**src/rtl/fir_result_collector.sv**
```systemverilog
// Output stage of the FIR datapath: rounds and saturates accumulator results to
// sample width, then queues them in a show-ahead FIFO behind a valid/ready port.
module fir_result_collector #(
    parameter  int WIDTH      = 16,
    parameter  int LENGTH     = 64,
    parameter  int FRAC_SHIFT = 15,
    parameter  int DEPTH      = 8,
    localparam int IN_WIDTH   = 2*WIDTH + $clog2(LENGTH),
    localparam int LVL_W      = $clog2(DEPTH) + 1
) (
    input  logic                clk,
    input  logic                rst,
    input  logic [IN_WIDTH-1:0] result,
    input  logic                result_valid,
    output logic                in_ready,
    input  logic                flush,
    output logic [WIDTH-1:0]    out_data,
    output logic                out_valid,
    input  logic                out_ready,
    output logic [LVL_W-1:0]    level,
    output logic                sat_flag,
    output logic                overrun_flag
);
    localparam int PTR_W = $clog2(DEPTH);
    localparam int SUM_W = IN_WIDTH + 1;

    localparam logic signed [SUM_W-1:0] ROUND_C = SUM_W'(1) << (FRAC_SHIFT-1);
    localparam logic signed [SUM_W-1:0] MAX_C   = (SUM_W'(1) << (WIDTH-1)) - SUM_W'(1);
    localparam logic signed [SUM_W-1:0] MIN_C   = ~MAX_C;
    localparam logic [WIDTH-1:0]        SAT_HI  = {1'b0, {(WIDTH-1){1'b1}}};
    localparam logic [WIDTH-1:0]        SAT_LO  = {1'b1, {(WIDTH-1){1'b0}}};

    logic signed [SUM_W-1:0] sum_w;
    logic signed [SUM_W-1:0] shifted_w;
    logic [WIDTH-1:0]        rounded_w;
    logic                    clip_w;

    logic                    s1_valid_q, s1_valid_d;
    logic [WIDTH-1:0]        s1_data_q, s1_data_d;
    logic [PTR_W-1:0]        wr_ptr_q, wr_ptr_d;
    logic [PTR_W-1:0]        rd_ptr_q, rd_ptr_d;
    logic [LVL_W-1:0]        count_q, count_d;
    logic                    sat_q, sat_d;
    logic                    ovr_q, ovr_d;
    logic [WIDTH-1:0]        mem_q [DEPTH];

    logic                    pop_w;
    logic                    push_w;

    // Extra top bit keeps the rounding add from wrapping; >>> floors, so the
    // half-LSB bias gives round-half-up.
    always_comb begin
        sum_w     = $signed({result[IN_WIDTH-1], result}) + ROUND_C;
        shifted_w = sum_w >>> FRAC_SHIFT;
        rounded_w = shifted_w[WIDTH-1:0];
        clip_w    = 1'b0;
        if (shifted_w > MAX_C) begin
            rounded_w = SAT_HI;
            clip_w    = 1'b1;
        end else if (shifted_w < MIN_C) begin
            rounded_w = SAT_LO;
            clip_w    = 1'b1;
        end
    end

    // NOTE: every always_comb output gets a default first so no path leaves it
    // unassigned -- otherwise synthesis infers a latch.
    always_comb begin
        pop_w      = (count_q != '0) && out_ready;
        push_w     = s1_valid_q && ((count_q < LVL_W'(DEPTH)) || pop_w);

        s1_valid_d = s1_valid_q;
        s1_data_d  = s1_data_q;
        wr_ptr_d   = wr_ptr_q;
        rd_ptr_d   = rd_ptr_q;
        sat_d      = sat_q;
        ovr_d      = ovr_q;
        count_d    = count_q + LVL_W'(push_w) - LVL_W'(pop_w);

        if (push_w) begin
            s1_valid_d = 1'b0;
            wr_ptr_d   = wr_ptr_q + PTR_W'(1);
        end
        if (pop_w) begin
            rd_ptr_d = rd_ptr_q + PTR_W'(1);
        end

        // A result arriving while stage 1 drains into the FIFO is still taken.
        if (result_valid) begin
            if (!s1_valid_q || push_w) begin
                s1_valid_d = 1'b1;
                s1_data_d  = rounded_w;
                if (clip_w) begin
                    sat_d = 1'b1;
                end
            end else begin
                ovr_d = 1'b1;
            end
        end

        if (flush) begin
            s1_valid_d = 1'b0;
            s1_data_d  = '0;
            wr_ptr_d   = '0;
            rd_ptr_d   = '0;
            count_d    = '0;
            sat_d      = 1'b0;
            ovr_d      = 1'b0;
        end
    end

    // NOTE: state registers use non-blocking assignments so all of them update
    // together from values sampled before the edge.
    always_ff @(posedge clk) begin
        if (rst) begin
            s1_valid_q <= 1'b0;
            s1_data_q  <= '0;
            wr_ptr_q   <= '0;
            rd_ptr_q   <= '0;
            count_q    <= '0;
            sat_q      <= 1'b0;
            ovr_q      <= 1'b0;
        end else begin
            s1_valid_q <= s1_valid_d;
            s1_data_q  <= s1_data_d;
            wr_ptr_q   <= wr_ptr_d;
            rd_ptr_q   <= rd_ptr_d;
            count_q    <= count_d;
            sat_q      <= sat_d;
            ovr_q      <= ovr_d;
        end
    end

    // NOTE: the storage array has no reset; count gates every read, so stale
    // entries are never visible and the array can map onto plain RAM.
    always_ff @(posedge clk) begin
        if (push_w) begin
            mem_q[wr_ptr_q] <= s1_data_q;
        end
    end

    assign out_valid    = (count_q != '0);
    assign out_data     = out_valid ? mem_q[rd_ptr_q] : '0;
    assign level        = count_q;
    assign in_ready     = ({1'b0, count_q} + (LVL_W+1)'(s1_valid_q)) < (LVL_W+1)'(DEPTH);
    assign sat_flag     = sat_q;
    assign overrun_flag = ovr_q;

endmodule

```
**config.mk**
```make
export PLATFORM = sky130hd
export DESIGN_NAME = fir_result_collector
export DESIGN_NICKNAME = d
export VERILOG_FILES = /design/src/rtl/fir_result_collector.sv
export SDC_FILE = /design/constraint.sdc
export NUM_CORES = 1
export LEC_CHECK = 0
export ABC_CLOCK_PERIOD_IN_PS = 3700
export CAP_MARGIN = 20
export CORE_MARGIN = 10
export CORE_UTILIZATION = 57
export DETAILED_ROUTE_END_ITERATION = 8
export PLACE_DENSITY_LB_ADDON = 0.15
export SLEW_MARGIN = 10
export SYNTH_ARGS = -nofsm -noshare
export SYNTH_HDL_FRONTEND = slang
export SYNTH_SLANG_ARGS = --single-unit
```
**constraint.sdc**
```tcl
create_clock -name clk -period 3.7 [get_ports clk]
set_clock_uncertainty 0.2 [all_clocks]
set_input_delay 0.925 -clock clk [delete_from_list [all_inputs] [get_ports clk]]
set_output_delay 0.925 -clock clk [all_outputs]
set_load 0.1 [all_outputs]
```
==> flow_summary_export.csv, run 1 <==
group,metric,value,unit
critical_path,critical_path.max_fanout,15,
job,maxCapViolations,0,
critical_path,crit_buf_inv,2,
critical_path,crit_arrival,3500,ps
cells_and_area,nNetsFinal,566,
yosys,synth-seq-cells,160,
critical_path,criticalPathCategory,"input pin to flip-flop",
routing,wl_per_cell,20.7,um
routing,firstDrtPassIters,4,
yosys,syn_avg_cell_area,15.8,um2
yosys,yosysSeqAreaShare,0.664,
routing,top_layer,"met4",
timing,finalSetupViolCount,0,
critical_path,worst_setup_path_start_kind,"input pin",
timing,worst_slew_pin_slew,1110,ps
timing,rsz0062_at_grt,"false",
timing,final-hold-violation-count,0,
clock_tree,clk-insertion-delay-late,410,ps
routing,wl,13800,um
floorplanning,die_h,129,um
hold_path,worstHoldStart,"rd_ptr_q[1]",
timing,slew_viol_final,0,
routing,drc_errors,0,
routing,dr_total_vias,3898,
timing,fmax,299,MHz
hold_path,whs_path_depth,2,
placed_design,gp_congestion,0.902,
grt,gr-total-overflow,0,
cells_and_area,area_delta_synth_final,25.3,%
floorplanning,io_pins,67,
hold_path,hold_end,"rd_ptr_q[1]",
timing,layout_min_cycle_time,3340,ps
routing,ant_nets,0,
routing,drt-met1-wl,5820,um
clock_tree,cts_buffer_depth,2,
grt,grt_use_total,0.174,
yosys,yosysWarnings,0,
floorplanning,initial_core_util,0.586,
critical_path,crit_chain,"clkdlybuf4s50_1 > nand4_2 > or4_1 > or4_4 > o21ai_4 > a21oi_2 > nor2_4 > buf_12 > a221o_2",
critical_path,timing.rr.start,"level[3]",
clock_tree,clockRootBuffer,"clkbuf_16",
hold_path,hold_class,"flip-flop to flip-flop",
cells_and_area,final_util,0.734,
yosys,synthArstFlopShare,0,
cells_and_area,drive_gt1_frac,0.309,
grt,antenna_found_initial,0,
placed_design,port_buffers,52,
critical_path,reg2reg_setup_slack,750,ps
critical_path,worstReg2RegEnd,"mem_q[4][1]",
power,ir_drop,0.320,mV
critical_path,slowest_stage,"or4_1",
clock_tree,cts_resized,0,
yosys,syn_nets,481,
yosys,synthCells,427,
clock_tree,cts.sinks,160,
clock_tree,cts.clk_slew.worst_paths,60,ps
grt,grt_pass1_vias,4096,
cells_and_area,antenna_cells,0,
clock_tree,h-tree-depth,4,
placed_design,hpwl,8930,um
power,p_total,5100,uW
critical_path,worst_ep_required_time,3860,ps
timing,finalCritPeriodShare,0.904,
yosys,synth_enable_flop_cells,128,
critical_path,critical_path.top_delay_family,"simple AND/OR/NAND/NOR gates",
routing,vias_per_cell,5.84,
routing,met2_length,7190,um
critical_path,reg2regPathDepth,9,
critical_path,end_kind,"flip-flop",
clock_tree,numCtsBuffers,17,
routing,dr_wl_met3,708,um
yosys,synth.cell_area,0.00675,mm2
clock_tree,cts_tree,"done",
critical_path,critical_path_depth,9,
grt,grt_max_degree,33,
floorplanning,dieArea,0.0166,mm2
power,power_density,603,mW/mm2
floorplanning,die_w,129,um
routing,drtIter0Drc,373,
outcome,outcome,"complete, no violations",
yosys,synth_ff_type,"edfxtp_1",
floorplanning,rows,39,
critical_path,slowest_delay,660,ps
floorplanning,core_area,0.0115,mm2
power,p_leak,0.00285,uW
clock_tree,post_cts_buffers,0,
clock_tree,ctsHoldBuffers,0,
grt,grt_pass1_wl,21800,um
timing,relSlewSlack,0.261,
yosys,ys_types,53,
-- power by group --
| group | leakage (uW) | switching (uW) | total [uW] | internal, uW |
|---|---|---|---|---|
| clock | 0.000303 | 732 | 1740 | 1000 |
| combinational | 0.00111 | 867 | 1330 | 468 |
| sequential | 0.00144 | 50.5 | 2030 | 1980 |
-- metrics by stage --
stage               cells  hold WS, ps  setup TNS [ps]  instance area (um2)  setup slack, ps
floorplan             427          254            -979                 6820            -26.3
global placement      636          259            -777                 7850            -58.6
detailed placement    636          268           -1060                 7850            -90.3
CTS                   668          286               0                 8460              347
global route          668          314               0                 8460              208
finish                668          277               0                 8460              356
-- placed cells by master, fill, tap and decap left out, types with 3 or more instances in the layout --
master | Yosys | final
edfxtp_1 | 128 | 128
buf_4 | 0 | 38
mux4_2 | 32 | 32
dfxtp_1 | 32 | 29
clkdlybuf4s50_1 | 0 | 28
nand2_1 | 26 | 26
nor2_1 | 41 | 22
nor2_2 | 1 | 20
clkbuf_16 | 0 | 20
buf_12 | 0 | 18
mux2i_1 | 16 | 16
xnor2_1 | 13 | 13
inv_1 | 11 | 10
nand3_1 | 10 | 10
ha_1 | 10 | 10
a21oi_1 | 8 | 8
xor2_1 | 8 | 8
a221o_2 | 8 | 8
nand4_1 | 6 | 6
a221o_1 | 6 | 6
o21ai_0 | 4 | 4
inv_6 | 0 | 4
and2_1 | 3 | 3
nand2b_1 | 3 | 3
a211o_1 | 3 | 3
and3_1 | 3 | 3
nor4_1 | 3 | 3
dfxtp_2 | 0 | 3
clkinv_4 | 0 | 3
inv_8 | 0 | 3
-- per-layer routing --
layer	up-vias	global-route usage
met5	-	0
met4	0	0.0635
met3	8	0.0431
met2	109	0.297
met1	1930	0.210
li1	1851	-
-- synthesized netlist by cell type, types with 6 or more instances --
library cell,number,area (um2)
nor2_1,41,154
nand4_1,6,37.5
xor2_1,8,70.1
nand3_1,10,50.1
a221o_1,6,60.1
a221o_2,8,90.1
dfxtp_1,32,641
clkbuf_1,11,41.3
a21oi_1,8,40.0
mux4_2,32,721
edfxtp_1,128,3840
inv_1,11,41.3
nand2_1,26,97.6
ha_1,10,125
mux2i_1,16,160
xnor2_1,13,114
-- area by class of cell --
type / count / area, um2
clock inverter: 12 / 106
fill: 723 / 3060
clock buffer: 20 / 500
multi-input combinational: 238 / 2220
tap: 143 / 179
sequential: 160 / 4490
inverter: 11 / 41.3
timing repair buffer: 84 / 926
-- worst max path at each step --
stage,startpoint,endpoint
after CTS,result[25],s1_data_q[0]
final,result[23],s1_data_q[0]
after global routing,result[23],s1_data_q[0]
after detailed placement,result[25],s1_data_q[0]
after floorplan,level[3],level[2]
after global placement,result[23],s1_data_q[9]
-- worst reg2reg max path, cell delays in order, from the launching register on --
cell	delay, ps
dfxtp_2	420
inv_1	60
ha_1	180
nor3b_4	160
inv_2	60
nand2_1	60
nand2_1	60
and2_1	210
nand2b_1	240
nor2_2	900
-- cells by family (layout without fill, tap and decap cells) --
logic type / after synthesis / in the layout / share of synthesized area
flops: 160 / 160 / 0.664
simple gates: 113 / 113 / 0.0821
xor+xnor: 21 / 21 / 0.0272
fa+ha+maj: 11 / 11 / 0.0215
buf+inv: 29 / 127 / 0.0185
compound gates: 45 / 45 / 0.0558
mux: 48 / 48 / 0.130
-- flip-flops by register name (all words and copies together) (netlist names), named ones only --
name	count
rd_ptr_q	3
mem_q	128
overrun_flag	1
s1_valid_q	1
level	4
wr_ptr_q	3
s1_data_q	16
sat_flag	1
Note: power is estimated with default switching activity, not from simulation.
==> inputs of run 2 (changes only) <==
--- a/config.mk
+++ b/config.mk
@@ -8,10 +8,11 @@
 export ABC_CLOCK_PERIOD_IN_PS = 3700
 export CAP_MARGIN = 20
 export CORE_MARGIN = 10
-export CORE_UTILIZATION = 57
+export CORE_UTILIZATION = 59
+export CTS_BUF_LIST = sky130_fd_sc_hd__clkbuf_4
 export DETAILED_ROUTE_END_ITERATION = 8
 export PLACE_DENSITY_LB_ADDON = 0.15
-export SLEW_MARGIN = 10
+export SLEW_MARGIN = 20
 export SYNTH_ARGS = -nofsm -noshare
 export SYNTH_HDL_FRONTEND = slang
 export SYNTH_SLANG_ARGS = --single-unit
==> flow_summary_export.csv, run 2 (synthesized netlist as in run 1, its figures left out) <==
group,metric,value,unit
routing,dr_total_vias,3871,
timing,worst_slew_pin_slew,1080,ps
critical_path,worst_setup_path_start_kind,"flip-flop",
hold_path,hold_class,"flip-flop to flip-flop",
cells_and_area,fill_cells,757,
cells_and_area,drive_gt1_frac,0.308,
timing,whs,309,ps
critical_path,crit_buf_inv,2,
placed_design,port_buffers,52,
outcome,outcome,"complete, no violations",
critical_path,crit_chain,"buf_4 > mux4_2 > mux2i_1 > nor2_2 > buf_12",
floorplanning,die_w,127,um
clock_tree,cts.sinks,160,
placed_design,place_area,0.00786,mm2
clock_tree,h-tree-depth,4,
cells_and_area,final_cell_mix,"128 x edfxtp_1, 39 x buf_4, 32 x mux4_2, 29 x dfxtp_1, 28 x clkdlybuf4s50_1",
grt,gr-total-overflow,0,
routing,drc_errors,0,
grt,grt_pass1_wl,20100,um
routing,vias_per_cell,5.78,
critical_path,crit_arrival,2250,ps
cells_and_area,largest_register_ffs,128,
floorplanning,initial_core_util,0.596,
clock_tree,cts.clk_slew.worst_paths,120,ps
power,power_density,528,mW/mm2
power,p_leak,0.00270,uW
placed_design,hpwl,8970,um
routing,wl,12700,um
cells_and_area,nNetsFinal,567,
grt,grt_use_total,0.160,
cells_and_area,area_delta_synth_final,20.1,%
critical_path,critical_path.max_fanout,12,
routing,firstDrtPassIters,4,
critical_path,critical_path.top_delay_family,"multiplexers",
floorplanning,dieArea,0.0161,mm2
routing,wl_per_cell,19.0,um
timing,layout_min_cycle_time,3370,ps
floorplanning,core_area,0.0113,mm2
timing,finalCritPeriodShare,0.911,
routing,drtIter0Drc,263,
cells_and_area,regMostFlops,"mem_q",
clock_tree,cts_tree,"done",
critical_path,end_kind,"output pin",
timing,rsz0062_at_grt,"false",
critical_path,worst_ep_required_time,2570,ps
placed_design,dp.cells,637,
routing,ant_nets,0,
floorplanning,io_pins,67,
timing,relSlewSlack,0.281,
critical_path,slowest_delay,520,ps
critical_path,criticalPathCategory,"flip-flop to output pin",
cells_and_area,final_common_cell,"edfxtp_1",
timing,final-hold-violation-count,0,
job,maxCapViolations,0,
timing,finalSetupViolCount,0,
grt,grt_max_degree,33,
power,ir_drop,0.372,mV
timing,fmax,297,MHz
clock_tree,cts_buffer_depth,2,
floorplanning,die_h,127,um
cells_and_area,stdcell_count,670,
clock_tree,clockRootBuffer,"clkbuf_4",
clock_tree,clk-insertion-delay-late,520,ps
floorplanning,rows,39,
grt,antenna_found_initial,1,
placed_design,gp_congestion,0.848,
timing,slew_viol_final,0,
grt,grt_pass1_vias,3836,
critical_path,slowest_stage,"dfxtp_4",
clock_tree,numCtsBuffers,17,
cells_and_area,fin_area,0.00811,mm2
run 2: cell count changes in the layout (fill, tap and decap cells not counted), sizes merged:
cell | previous run | this run
inv | 19 | 16
clkinvlp | 0 | 1
clkinv | 4 | 7
diode | 0 | 1
bufinv | 0 | 1
clkbuf | 20 | 18
buf | 56 | 57
run 2: area by class of cell:
class	count	area, um2	area share
flip-flops and latches	160	4490	0.554
multi-input cells	238	2220	0.273
repair buffers	85	933	0.115
well taps	143	179	0.0221
clock buffers	18	135	0.0167
clock inverters	14	111	0.0137
inverters	11	41.3	0.00509
diodes	1	2.50	0.000309
run 2: final timing paths:
check | start | end | slack, ps | cells past startpoint
hold reg to reg | rd_ptr_q[1] | rd_ptr_q[1] | 310 | 2
hold / removal | rd_ptr_q[1] | rd_ptr_q[1] | 310 | 2
setup reg to reg | level[3] | mem_q[7][6] | 700 | 10
setup / recovery | flip-flop | out_data[0] | 330 | 5
run 2: metrics by stage:
step | utilization | total power (uW) | TNS (ps) | worst slack [ps]
floorplan | - | 2940 | -979 | -26.3
global placement | 0.694 | 3410 | -1750 | -130
finish | 0.716 | 4290 | 0 | 328
detailed placement | 0.694 | 3430 | -2280 | -173
CTS | 0.716 | 4320 | 0 | 83.3
global route | 0.716 | 4460 | 0 | 128
run 2: report_power, final:
| group | switching, uW | leakage (uW) | internal [uW] |
|---|---|---|---|
| sequential | 56.5 | 0.00144 | 1980 |
| combinational | 865 | 0.00111 | 475 |
| clock | 573 | 0.000145 | 338 |
| total | 1490 | 0.00270 | 2790 |
run 2: worst min-delay path, cell delays in order, from the launching register on:
cell	delay, ps
dfxtp_1	340
nand2_1	60
a21oi_1	70
run 2: layer usage:
layer	routed length, um	global-route usage	part of all wire	up-vias
met3	794	0.0479	0.062	8
met4	140	0.0556	0.011	0
met2	6450	0.264	0.51	120
met1	5320	0.197	0.42	1889
met5	0	0	0	-
li1	-	-	-	1854
run 2: what timing repair did:
action / 4_1_cts / 5_1_grt
resized for setup: 0 / 1
buffers inserted: 0 / 0
setup endpoints to repair: 0 / 4
endpoints found under the hold margin: 0 / 0
hold buffers: 0 / 0
==> inputs of run 3 (changes only) <==
--- a/config.mk
+++ b/config.mk
@@ -6,7 +6,6 @@
 export NUM_CORES = 1
 export LEC_CHECK = 0
 export ABC_CLOCK_PERIOD_IN_PS = 3700
-export CAP_MARGIN = 20
 export CORE_MARGIN = 10
 export CORE_UTILIZATION = 59
 export CTS_BUF_LIST = sky130_fd_sc_hd__clkbuf_4
==> results of run 3 <==
No change in the layout: final DEF, timing and power equal those of run 2.
==> patch 1: new RTL, settings of run 1 <==
Register the output `overrun_flag` once more, without a reset; this adds one clock of latency there. The other outputs are not delayed to match.
--- a/src/rtl/fir_result_collector.sv
+++ b/src/rtl/fir_result_collector.sv
@@ -145,5 +145,7 @@
     assign in_ready     = ({1'b0, count_q} + (LVL_W+1)'(s1_valid_q)) < (LVL_W+1)'(DEPTH);
     assign sat_flag     = sat_q;
-    assign overrun_flag = ovr_q;
+    always_ff @(posedge clk) begin
+        overrun_flag <= ovr_q;
+    end
 
 endmodule
Function: same outputs for any inputs over 4 cycles, from zero or initial values; that may be too few to reach the edited logic, so the function may still have changed.
==> patch 1 against run 1 <==
- synthesized area is 0.30% higher
- sequential share of layout area is essentially flat
- worst hold slack worse by 0.11 ns
- synthesized cell count up 0.23%
- sequential cell count up 1
- cell area up 0.44%
- wire length up 0.69%
- setup slack worse by 0.0089 ns
- total power increased by 3.8%
==> patch 1: results (changes against run 1) <==
{| class="wikitable"
! Metric !! Value
|-
| Worst R2R End || mem_q[4][2]$_DFFE_PP_
|-
| Area occupied by registers || 4510 um^2 (+0.45%)
|-
| Worst-case hold slack || 0.166 ns (-0.111 ns)
|-
| Proportion of cell area spent on the clock network || 0.0764 (+0.00469)
|-
| Number of nets in the synthesized netlist || 482 (+0.21%)
|-
| Xor and xnor area share after synthesis || 0.0272 (-0.0000806)
|-
| Layout cell share with drive strength beyond 1 || 0.292 (-0.0168)
|-
| Non-filler cells in the finished layout || 664 (-0.60%)
|-
| Seq/Total Area, Yosys || 0.665 (+0.000993)
|-
| Via count of the first global-routing pass || 3978 (-2.9%)
|-
| Routing usage on met3 || 0.0456 (+0.00246)
|-
| Filler cell count || 707 (-2.2%)
|-
| Placed Area || 7850 um^2 (about the same)
|-
| Status || finished, final reports clean
|-
| Routability-driven placement congestion ratio || 0.881 (-2.4%)
|-
| Leading cell types by count after synthesis || 128 x edfxtp_1, 41 x nor2_1, 33 x dfxtp_1
|-
| Hold Path Cell Cnt || 0 (-2)
|-
| Start point of the worst hold path || ovr_q$_SDFFE_PP0P_
|-
| Nets || 562 (-0.71%)
|-
| Average routed wire per standard cell || 21.0 um (+1.3%)
|-
| Non-clock buffer total of the final layout || 79 (-6.0%)
|-
| LEAKAGE || 0.00285 uW (-0.27%)
|-
| Detailed placement HPWL || 8860 um (-0.83%)
|-
| Synthesized-area fraction occupied by ao, oa, aoi and oai cells || 0.0556 (-0.000165)
|-
| Synth Area in Adders || 0.0214 (-0.0000636)
|-
| # placed instances || 632 (-0.63%)
|-
| Number of flip-flops and latches in the synthesized netlist || 161 (+0.63%)
|-
| Max VDD drop || 0.000377 V (+18%)
|-
| Post-synth top area share || 0.568 (-0.00168)
|}
==> patch 1: cell types whose count changed in the layout (fill, tap and decap cells not counted), sizes merged <==
| cell | delta |
|---|---|
| inv | -8 |
| bufinv | +6 |
| buf | -5 |
| clkinvlp | +2 |
| dfxtp | +1 |
==> patch 1: how the worst max path moves through the flow <==
stage          cells past startpoint  slack [ns]                        end
6_report                           9        0.35  s1_data_q[3]$_SDFFE_PP0P_
5_1_grt                            9        0.22  s1_data_q[3]$_SDFFE_PP0P_
4_1_cts                            9        0.36  s1_data_q[0]$_SDFFE_PP0P_
3_5_place_dp                       9       -0.08  s1_data_q[0]$_SDFFE_PP0P_
3_3_place_gp                       9       -0.02  s1_data_q[0]$_SDFFE_PP0P_
2_1_floorplan                     16       -0.03        level[2]$_SDFF_PP0_
==> patch 1: metal layers <==
metal | share of wire | up-vias
met5 | 0 | -
met4 | 0.017 | 0
met3 | 0.059 | 20
met2 | 0.51 | 135
met1 | 0.42 | 1927
li1 | - | 1839
==> patch 2: new RTL, settings of run 1 <==
Without the edit above. Change the parameter `LENGTH` from 64 to 128.
--- a/src/rtl/fir_result_collector.sv
+++ b/src/rtl/fir_result_collector.sv
@@ -3,5 +3,5 @@
 module fir_result_collector #(
     parameter  int WIDTH      = 16,
-    parameter  int LENGTH     = 64,
+    parameter  int LENGTH     = 128,
     parameter  int FRAC_SHIFT = 15,
     parameter  int DEPTH      = 8,
Interface: changed (resized result); port bits go from 67 to 68. No check against the original RTL was run, so the function may have changed too.
==> patch 2 against run 1 <==
- synthesized area rose by 0.63%
- setup slack improved by 0.070 ns
- global-route usage rose by 0.35 points
- total power rose by 2.3%
- non-clock buffer count fell by 7
- count of clock-buffer cells in the layout fell by 2
- cell area rose by 0.28%
- synthesized cell count rose by 0.94%
- via count rose by 0.77%
- wire length rose by 0.36%
- sequential cell count did not move
- largest power group unchanged
==> patch 2: results (changes against run 1) <==
{| class="wikitable"
! Metric !! Value
|-
| Antenna diode count || 0 (unchanged)
|-
| Met1 layer wirelength in the final routing || 5610 um (-3.5%)
|-
| Clock latency reported for the late side of the worst-skew pair || 0.42 ns
|-
| Data arrival time of the critical path || 2.15 ns (-1.35 ns)
|-
| Hold Path Cell Cnt || 1 (-1)
|-
| Non-filler cells in the finished layout || 667 (-0.15%)
|-
| Port Buffers || 53 (+1.9%)
|-
| Internal Pwr Total || 3650 uW (+5.7%)
|-
| Seq/Total Area, Yosys || 0.660 (-0.00416)
|-
| Met1 track utilization from global routing || 0.217 (+0.00668)
|-
| Longest individual stage delay on the worst path || 0.56 ns (-0.10 ns)
|-
| FF-to-FF Start || level[2]$_SDFF_PP0_
|-
| H-tree Lvls || 4 (unchanged)
|-
| Critical path endpoint || out_data[3]
|-
| Proportion of register bits with asynchronous set or reset after synthesis || 0 (unchanged)
|-
| Met2 Wirelength || 7020 um (-2.4%)
|-
| Top delay family on crit path || multiplexers
|-
| Leading cell types by count after synthesis || 128 x edfxtp_1, 34 x nor2_1, 32 x dfxtp_1, 32 x mux4_2, 27 x nand2_1
|-
| Count of routing violations after the opening detailed-route iteration || 421 (+13%)
|-
| Setup crit start kind || register
|-
| GRT Resource Usage Total || 0.177 (+0.00351)
|-
| Cell variety after synth || 49 (-7.5%)
|-
| Layout cell share with drive strength beyond 1 || 0.256 (-0.0528)
|-
| Via count of the first global-routing pass || 4153 (+1.4%)
|-
| Average routed wire per standard cell || 20.8 um (+0.51%)
|-
| Slew @ Worst Pin || 0.477 ns (-0.630 ns)
|-
| Routability-driven placement congestion ratio || 0.824 (-8.7%)
|-
| Mean post-synth cell area || 15.8 um^2 (-0.30%)
|-
| Clock Pin Slew Worst Setup and Hold Paths || 0.06 ns (about the same)
|-
| Number of vias per cell || 5.89 (+0.92%)
|-
| Setup slack on the worst flop-to-flop path || 0.86 ns (+0.11 ns)
|-
| Min-Delay Path Class || register to register
|-
| Routing usage on met3 || 0.0579 (+0.0148)
|-
| Detailed placement HPWL || 8920 um (-0.11%)
|-
| Length of routed met3 wiring || 1010 um (+43%)
|-
| Number of flip-flops in the largest register || 128 (unchanged)
|-
| Maximum fanout count along the critical path || 32 (+17)
|-
| Cell types occupying the most area after synthesis || edfxtp_1 57%, mux4_2 11%, dfxtp_1 9.4%, mux2i_1 2.4%, nor2_1 1.9%
|-
| Max VDD drop || 0.000679 V (+110%)
|-
| First-pass GRT wire length || 22300 um (+2.2%)
|-
| GR Layer Usage met2 || 0.292 (-0.00475)
|-
| Buffer count from post-CTS setup fixing || 0 (unchanged)
|-
| Status || finished, final reports clean
|-
| LEAKAGE || 0.00290 uW (+1.4%)
|-
| Crit-path slowest cell || mux4_2
|-
| Maximum root-to-sink buffer count || 2 (unchanged)
|-
| # placed instances || 634 (-0.31%)
|-
| Reg2Reg Depth || 14 (+5)
|-
| Worst R2R End || level[2]$_SDFF_PP0_
|-
| Number of nets in the synthesized netlist || 486 (+1.0%)
|-
| Nets || 566 (unchanged)
|-
| Clock tree root driver cell || clkbuf_16
|-
| First-pass detailed-route iteration total || 5 (+1)
|}
==> patch 2: power by group through the flow <==
| stage | combinational, uW | clock [uW] | sequential (uW) |
|---|---|---|---|
| 5_1_grt | 1380 | 1990 | 2030 |
| 2_1_floorplan | 796 | 0 | 2110 |
| 3_3_place_gp | 1280 | 0 | 2050 |
| 3_5_place_dp | 1290 | 0 | 2060 |
| 4_1_cts | 1290 | 1910 | 2020 |
| 6_report | 1310 | 1890 | 2020 |
==> patch 2: worst min path at each step <==
| stage | startpoint | end | slack [ns] |
|---|---|---|---|
| after CTS | sat_flag$_SDFFE_PP0P_ | sat_flag$_SDFFE_PP0P_ | 0.29 |
| after floorplan | rd_ptr_q[1]$_SDFFE_PP0P_ | register | 0.25 |
| after global routing | sat_flag$_SDFFE_PP0P_ | sat_flag$_SDFFE_PP0P_ | 0.32 |
| final | sat_flag$_SDFFE_PP0P_ | sat_flag$_SDFFE_PP0P_ | 0.29 |
| after detailed placement | sat_flag$_SDFFE_PP0P_ | sat_flag$_SDFFE_PP0P_ | 0.27 |
| after global placement | overrun_flag$_SDFFE_PP0P_ | overrun_flag$_SDFFE_PP0P_ | 0.27 |
==> patch 2: worst register-to-register path, delay by kind of cell (launching register included) <==
family                   cells  cell delay [ns]
adder cells (fa/ha/maj)      4             0.91
buffers and inverters        5             0.46
AND/OR/NAND/NOR              3             0.53
AO/OA/AOI/OAI                1             0.13
XOR/XNOR                     1             0.13
flip-flops                   1             0.34
==> patch 2: logic make-up (layout without fill, tap and decap cells) <==
kind of cell | after synthesis | after routing | synth area share
flops | 160 | 160 | 0.660
simple gates | 118 | 118 | 0.0949
mux | 48 | 48 | 0.130
compound gates | 45 | 45 | 0.0499
buf+inv | 28 | 121 | 0.0169
xor+xnor | 21 | 21 | 0.0271
fa+ha+maj | 11 | 11 | 0.0214
==> patch 2: metrics by stage <==
| stage | setup TNS [ns] | worst slack, ns | hold WS, ns | instance area [um^2] |
|---|---|---|---|---|
| floorplan | -1.93 | -0.132 | 0.254 | 6840 |
| global placement | 0 | 0.166 | 0.266 | 7810 |
| detailed placement | 0 | 0.124 | 0.268 | 7810 |
| CTS | 0 | 0.173 | 0.292 | 8460 |
| global route | 0 | 0.363 | 0.323 | 8480 |
| finish | 0 | 0.426 | 0.290 | 8480 |
==> patch 2: final cells by class <==
cell class	instances	area, um^2
clock inverters	14	214
fillers	722	3080
well taps	143	179
clock buffers	18	439
flip-flops and latches	160	4490
multi-input cells	243	2230
inverters	12	48.8
repair buffers	77	876
